<file path="src/rtl/seq_pattern_gen.sv">
// seq_pattern_gen: serial pattern transmitter.
// On a start request in IDLE, shifts a captured PAT_W-bit pattern out MSB
// first, one bit per clock, repeated max(repeats,1) times with `gap` zero bits
// between copies, then pulses `done` for one cycle. All outputs are registered
// and are decoded from the next state plus the shadow registers.

module seq_pattern_gen #(
    parameter int PAT_W = 4,
    parameter int CNT_W = 4,
    parameter int GAP_W = 3
) (
    input  logic             clk,
    input  logic             reset,
    input  logic             start,
    input  logic [PAT_W-1:0] pattern,
    input  logic [CNT_W-1:0] repeats,
    input  logic [GAP_W-1:0] gap,
    output logic             outbits,
    output logic             out_valid,
    output logic             busy,
    output logic             done
);

    localparam int               IDX_W   = (PAT_W > 1) ? $clog2(PAT_W) : 1;
    localparam logic [IDX_W-1:0] IDX_MSB = IDX_W'(PAT_W - 1);

    typedef enum logic [1:0] {
        ST_IDLE,
        ST_SEND,
        ST_GAP,
        ST_DONE
    } state_t;

    state_t           state_q,     state_d;
    logic [PAT_W-1:0] pat_q,       pat_d;       // captured pattern
    logic [CNT_W-1:0] copies_q,    copies_d;    // copies left, including the one in flight
    logic [GAP_W-1:0] gap_q,       gap_d;       // captured gap length
    logic [GAP_W-1:0] gap_cnt_q,   gap_cnt_d;   // gap cycles left, including the current one
    logic [IDX_W-1:0] idx_q,       idx_d;       // index of the bit currently on outbits
    logic             outbits_q,   outbits_d;
    logic             out_valid_q, out_valid_d;
    logic             busy_q,      busy_d;
    logic             done_q,      done_d;

    logic [IDX_W-1:0] idx_dec;
    assign idx_dec = idx_q - IDX_W'(1);

    // Next-state and next-output decode for the transmit FSM.
    always_comb begin
        // NOTE: every signal written here gets a default first so that no
        // path through the case leaves it unassigned and infers a latch.
        state_d     = state_q;
        pat_d       = pat_q;
        copies_d    = copies_q;
        gap_d       = gap_q;
        gap_cnt_d   = gap_cnt_q;
        idx_d       = idx_q;
        outbits_d   = 1'b0;
        out_valid_d = 1'b0;
        busy_d      = 1'b0;
        done_d      = 1'b0;

        case (state_q)
            ST_IDLE: begin
                if (start) begin
                    pat_d       = pattern;
                    copies_d    = (repeats == '0) ? CNT_W'(1) : repeats;
                    gap_d       = gap;
                    idx_d       = IDX_MSB;
                    state_d     = ST_SEND;
                    outbits_d   = pattern[PAT_W-1];
                    out_valid_d = 1'b1;
                    busy_d      = 1'b1;
                end
            end

            ST_SEND: begin
                busy_d = 1'b1;
                if (idx_q != '0) begin
                    // Next bit of the current copy.
                    idx_d       = idx_dec;
                    outbits_d   = pat_q[idx_dec];
                    out_valid_d = 1'b1;
                end else if (copies_q > CNT_W'(1)) begin
                    // Copy finished and more remain: gap first if one was asked for.
                    copies_d    = copies_q - CNT_W'(1);
                    out_valid_d = 1'b1;
                    if (gap_q != '0) begin
                        state_d   = ST_GAP;
                        gap_cnt_d = gap_q;
                    end else begin
                        idx_d     = IDX_MSB;
                        outbits_d = pat_q[PAT_W-1];
                    end
                end else begin
                    state_d = ST_DONE;
                    done_d  = 1'b1;
                end
            end

            ST_GAP: begin
                busy_d      = 1'b1;
                out_valid_d = 1'b1;
                if (gap_cnt_q == GAP_W'(1)) begin
                    state_d   = ST_SEND;
                    idx_d     = IDX_MSB;
                    outbits_d = pat_q[PAT_W-1];
                end else begin
                    gap_cnt_d = gap_cnt_q - GAP_W'(1);
                end
            end

            ST_DONE: begin
                // start is deliberately not looked at here; the following IDLE
                // cycle is the one that samples it.
                state_d = ST_IDLE;
            end

            default: state_d = ST_IDLE;
        endcase
    end

    // State, shadow and output registers; async reset clears everything.
    always_ff @(posedge clk or posedge reset) begin
        if (reset) begin
            state_q     <= ST_IDLE;
            pat_q       <= '0;
            copies_q    <= '0;
            gap_q       <= '0;
            gap_cnt_q   <= '0;
            idx_q       <= '0;
            outbits_q   <= 1'b0;
            out_valid_q <= 1'b0;
            busy_q      <= 1'b0;
            done_q      <= 1'b0;
        end else begin
            // NOTE: non-blocking assignments so every register samples the
            // values computed from the previous state, not from each other.
            state_q     <= state_d;
            pat_q       <= pat_d;
            copies_q    <= copies_d;
            gap_q       <= gap_d;
            gap_cnt_q   <= gap_cnt_d;
            idx_q       <= idx_d;
            outbits_q   <= outbits_d;
            out_valid_q <= out_valid_d;
            busy_q      <= busy_d;
            done_q      <= done_d;
        end
    end

    assign outbits   = outbits_q;
    assign out_valid = out_valid_q;
    assign busy      = busy_q;
    assign done      = done_q;

endmodule

</file>
<file path="config.mk">
export PLATFORM = sky130hd
export DESIGN_NAME = seq_pattern_gen
export DESIGN_NICKNAME = d
export VERILOG_FILES = /design/src/rtl/seq_pattern_gen.sv
export SDC_FILE = /design/constraint.sdc
export NUM_CORES = 1
export LEC_CHECK = 0
export CORE_MARGIN = 4
export CORE_UTILIZATION = 55
export DETAILED_ROUTE_END_ITERATION = 12
export PLACE_DENSITY = 0.84
export SLEW_MARGIN = 10
export SYNTH_ARGS = -nofsm -noshare
export SYNTH_HDL_FRONTEND = slang
export SYNTH_SLANG_ARGS = --single-unit
export TNS_END_PERCENT = 20
</file>
<file path="constraint.sdc">
create_clock -name clk -period 2.27 [get_ports clk]
set_clock_uncertainty 0.1 [all_clocks]
set_input_delay 0.454 -clock clk [delete_from_list [all_inputs] [get_ports clk]]
set_output_delay 0.454 -clock clk [all_outputs]
set_load 0.005 [all_outputs]
</file>
### Yosys cells after proc, flatten, opt, wreduce, memory -nomap -nowiden

Index checks and enable logic that the tools add are counted.

| word-level totals | value |
|---|---|
| bits in registers | 22 |
| bits in latches | 0 |
| RAM bits | 0 |
| ROM bits | 0 |
| word-level logic and storage cells | 79 |
| memories | 0 |

| cells by class | value |
|---|---|
| add/sub/neg operators | 3 |
| multiply operators | 0 |
| div/mod/pow operators | 0 |
| $lt $le $gt $ge | 2 |
| eq/ne operators | 13 |
| shift operators | 0 |
| mux-type cells | 38 |
| bitwise operators | 0 |
| reduce and logical (&&, ||, !) cells | 13 |

Operator list:

| cell | number |
|---|---|
| 2-to-1 mux 2 bit | 10 |
| 2-to-1 mux 4 bit | 4 |
| 2-to-1 mux 1 bit | 12 |
| 2-to-1 mux 3 bit | 4 |
| != test 2 bit (second input constant) | 6 |
| AND reduction 5 bit | 2 |
| != test 3 bit (second input constant) | 3 |
| case mux 2 bit (4 select lines) | 1 |
| case mux 4 bit (2 select lines) | 1 |
| AND reduction 4 bit | 2 |
| case mux 1 bit (3 select lines) | 2 |
| case mux 2 bit (3 select lines) | 1 |
| case mux 3 bit (2 select lines) | 1 |
| nonzero test 2 bit | 3 |
| nonzero test 3 bit | 2 |
| == test 2 bit (second input constant) | 2 |
| greater-than comparator 4 x 1 -> 1 bit (second input constant) | 1 |
| logical NOT 4 bit | 1 |
| subtractor 4 x 1 -> 4 bit (second input constant) | 1 |
| == test 3 x 1 -> 1 bit (second input constant) | 1 |
| less-than comparator 2 x 3 -> 1 bit (second input constant) | 1 |
| subtractor 3 x 1 -> 3 bit (second input constant) | 1 |
| binary-select mux 1 bit (select 2 bit) | 1 |
| == test 2 x 1 -> 1 bit (second input constant) | 1 |
| 5 further kinds | 5 |

### Depth between registers and ports, before layout

| depth | value |
|---|---|
| word-level depth | 5 |
| mapped depth | 7 |
| depth with buffers taken out | 6 |

### Least setup slack after synthesis

OpenSTA, ideal clock, no wires.

| path | value |
|---|---|
| path kind | register -> register |
| start | reg state_q[0] |
| end | reg state_q[0] |
| arrival time | 1.522 ns |
| required time | 2.046 ns |
| setup slack | 0.524 ns |
| stages on the path, launching flop included | 8 |
| period minus slack after synthesis | 1.746 ns |
| path through | dfrtp_1 inv_1 ha_1 buf_6 nor2b_2 a211oi_2 mux2i_1 o21ai_1 |

| between the ends | value |
|---|---|
| longest elaborated chain between the ends | 3 |
| elaborated cells on any way between the ends | 10 |
| those cells by class | 7 x eq/ne; 1 x mux; 2 x reduce/logical |

Ends and longest elaborated chain:

| what | line | source |
|---|---|---|
| start: declaration | 34 | `state_t state_q, state_d;` |
| start signal: assignment | 139 | `state_q <= state_d;` |
| == test 2 x 1 -> 1 bit, or another cell as far along | 63 | `case (state_q)` |
| != test 3 bit (no line) / != test 2 bit (equally long branches) | - |  |
| AND reduction 4 bit (no line) | - |  |

Parallel ways exist; a longest one is shown, timed or not.
A chain may end at the register's enable or synchronous reset.

### Worst setup path in the final report

Ends and elaborated chain as after synthesis.

==> Flow_metrics.wiki <==
{| class="wikitable"
! Metric !! Value
|-
| Final #Nets || 186
|-
| Multiplexer share of the synthesized area || about 11%
|-
| Overall via count from detail_route || 1162
|-
| Most common flop cell mapped by yosys || dfrtp_1
|-
| Run status || finished clean
|-
| Minimum clock period || about 2000 ps
|-
| Clk buf depth || 2
|-
| Antenna violation net count after detailed routing || 0
|-
| Tightest hold margin || roughly 350 ps
|-
| Count of final hold-check violations || 0
|-
| Share of final-layout standard cells stronger than drive strength 1 || approximately 16%
|-
| Drc violations || 0
|-
| Clock-pin slew reported for the worst setup and hold paths after clock tree synthesis || approximately 120 ps
|-
| Count of pins over their slew limit || 0
|-
| Violation count after the first detailed-route iteration || 37
|-
| Synthesized netlist cell count || 144
|-
| Startpoint types || flip-flop
|-
| Number of flip-flops and latches in the synthesized netlist || 22
|-
| Peak supply drop || about 0.76 mV
|-
| Horiz. Die Dim || 59.77 um
|-
| CTS HTree Levels || 1
|-
| Max Clock Freq || approximately 500 MHz
|-
| TritonCTS Buffers || 3
|-
| Pin count of the biggest net entering global routing || 23
|-
| CTS Sinks || 22
|-
| Placeable core area || between 2000 and 3000 um^2
|-
| Fraction of registers with async set or reset after synthesis || 100.0%
|-
| Die Y || between 50 and 60 um
|-
| Worst Path Arrival || between 2000 and 2500 ps
|-
| Number of placement rows || 18
|-
| Maximum fanout encountered on the critical timing path || 10
|-
| Classification of the worst setup path || reg2reg
|-
| Average wire per standard cell || between 15 and 20 um
|-
| Final weighted congestion in routability-driven placement || 0.8115
|-
| Post-CTS Hold Fix Bufs || 0
|-
| Post-Synth Adder-Cell Area || under 10%
|-
| Setup Fix Bufs, Post-CTS || 0
|-
| Area fraction in compound gates after synthesis || 19.86%
|-
| Worst-margin pin slew || 578.5 ps
|-
| Post-Synth Simple-Gate Area || roughly 16%
|-
| Total Die Area || approximately 3600 um^2
|-
| Number of vias per cell || approximately 6.1
|-
| TritonRoute pass-1 iters || 4
|-
| Share of the core filled with cells in the final layout || between 60% and 70%
|-
| Root Buffer Master || clkbuf_4
|-
| Area added between synthesis and finish || 12.56%
|-
| Period Utilization, post-route || about nine tenths
|-
| Data required time of the critical path || roughly 2400 ps
|-
| Power density cells || 1299 nW/um^2
|-
| Post-CTS Resized || 0
|-
| Crit path launch || state_q[0]
|-
| Overall fraction of global-route tracks in use || a little under a fifth
|-
| Post-synth design cell area || 1474 um^2
|-
| Total global routing overflow || 0
|-
| LEAKAGE || between 0.0007 and 0.0008 uW
|-
| Endpoint type of the worst setup path || flip-flop
|-
| Wirelength, routed || between 2 and 3 mm
|-
| Initial Utilization || roughly three fifths
|-
| Worst reg2reg path startpoint || state_q[0]
|-
| Sequential area share after synthesis || between 30% and 40%
|-
| Number of input and output port buffers inserted || 17
|-
| Dominant combinational cell family by area after synthesis || compound AO/OA/AOI/OAI gates
|-
| Endpoints failing setup || 0
|-
| Number of warning messages in the yosys log || 0
|-
| Half-perimeter wire length after placement || roughly 2.3 mm
|-
| Number of distinct library cells after synthesis || 45
|-
| Diodes inserted || 0
|-
| Number of synthesized flops with an enable pin || 0
|-
| Maxcap violations || 0
|-
| Number of nets in the synthesized netlist || between 150 and 200
|-
| I/O pins || 18
|-
| Number of antenna violations at the first check in global routing || 0
|-
| Fraction of synthesized cell area in xor and xnor cells || 0%
|-
| Number of global-route vias before repair || around 1200
|-
| CTS tree || yes
|-
| Sum of negative setup slack || 0 ps
|-
| Post-Syn Area per Cell || 10.24 um^2
|-
| Kind of path behind the tightest hold check || in2async
|-
| Clock latency on the worst-skew pair || roughly 310 ps
|-
| Global-route wire length before repair || 5.085 mm
|-
| Relative slew slack || 61.11%
|-
| RSZ-0062 raised after global routing || false
|}
==> per-stage QoR <==
stage / cell area (um^2) / std cells / total power (uW) / setup slack, ps
5_1_grt: 1659 / 190 / 2343 / 113.9
2_1_floorplan: 1474 / 144 / 1712 / 523.6
4_1_cts: 1659 / 190 / 2153 / 261.7
6_report: 1659 / 190 / 2154 / 234.8
3_3_place_gp: 1637 / 187 / 1904 / 260.3
3_5_place_dp: 1637 / 187 / 1971 / 171.3
==> layout make-up <==
type / count / area [um^2]
flip-flops and latches: 22 / 550.5
clock buffers: 3 / 22.52
multi-input cells: 104 / 810.8
fillers: 201 / 863.3
repair buffers: 21 / 200.2
well taps: 30 / 37.54
inverters: 10 / 37.54
==> path summary, 6_finish.rpt <==
path	to	slack, ps	cells past startpoint
min	gap_q[2]	350	3
min in group clk	pat_q[0]	420	1
max reg2reg	state_q[0]	230	6
max in group asynchronous	idx_q[0]	1490	3
max	state_q[0]	230	6
min reg2reg	pat_q[0]	420	1
==> cells in the mapped netlist, types with 5 or more instances <==
cell	instances	area, um^2
mux2i_1	5	50.05
nor2_1	5	18.77
nand2_1	13	48.80
a21oi_1	11	55.05
dfrtp_1	22	550.5
ha_1	10	125.1
inv_1	10	37.54
mux2_2	8	90.09
==> registers in the layout, summed over array words and instances (netlist names) <==
signal / count
busy: 1
gap_cnt_q: 3
idx_q: 2
copies_q: 4
pat_q: 4
outbits: 1
out_valid: 1
state_q: 2
gap_q: 3
done: 1
==> placed cells by master, fill, tap and decap left out, types with 2 or more instances in the layout <==
cell type	netlist	routed
dfrtp_1	22	22
clkdlybuf4s50_1	0	17
nand2_1	13	13
a21oi_1	11	11
inv_1	10	10
ha_1	10	10
mux2_2	8	8
mux2i_1	5	5
nor2_1	5	5
buf_4	0	4
nor3_1	3	3
o21ai_0	3	3
a31oi_1	3	3
or3_1	3	3
o22a_1	3	3
o22ai_1	3	3
clkbuf_4	0	3
nand2b_1	2	2
a211oi_2	2	2
nor2b_1	2	2
and3_1	2	2
a22oi_1	2	2
a21o_1	2	2
nand3_1	2	2
==> where the power goes <==
part / internal (uW) / switching [uW] / total [uW]
Clock: 62.1 / 118 / 180
Combinational: 580 / 620 / 1200
Sequential: 576 / 199 / 775
==> critical path, cell delays in order (launching register included) <==
cell and delay (ps):
dfrtp_1 480, inv_1 90, ha_1 330, nor2b_2 240, a211oi_2 370, mux2i_1 230, o21ai_1 80
==> routing by layer <==
| metal | GRT usage (%) | share of wire [%] |
|---|---|---|
| met5 | 0 | 0 |
| met2 | 34.10 | 53 |
| met4 | 6.962 | 0.99 |
| met1 | 20.92 | 41 |
| met3 | 3.240 | 4.6 |
==> cell families after synthesis <==
logic type / Yosys count
and+or+nand+nor: 41
AOI/OAI and AO/OA: 39
DFF: 22
buffers and inverters: 18
muxes: 14
adders and majority gates: 10
Note: power is estimated with default switching activity, not from simulation.
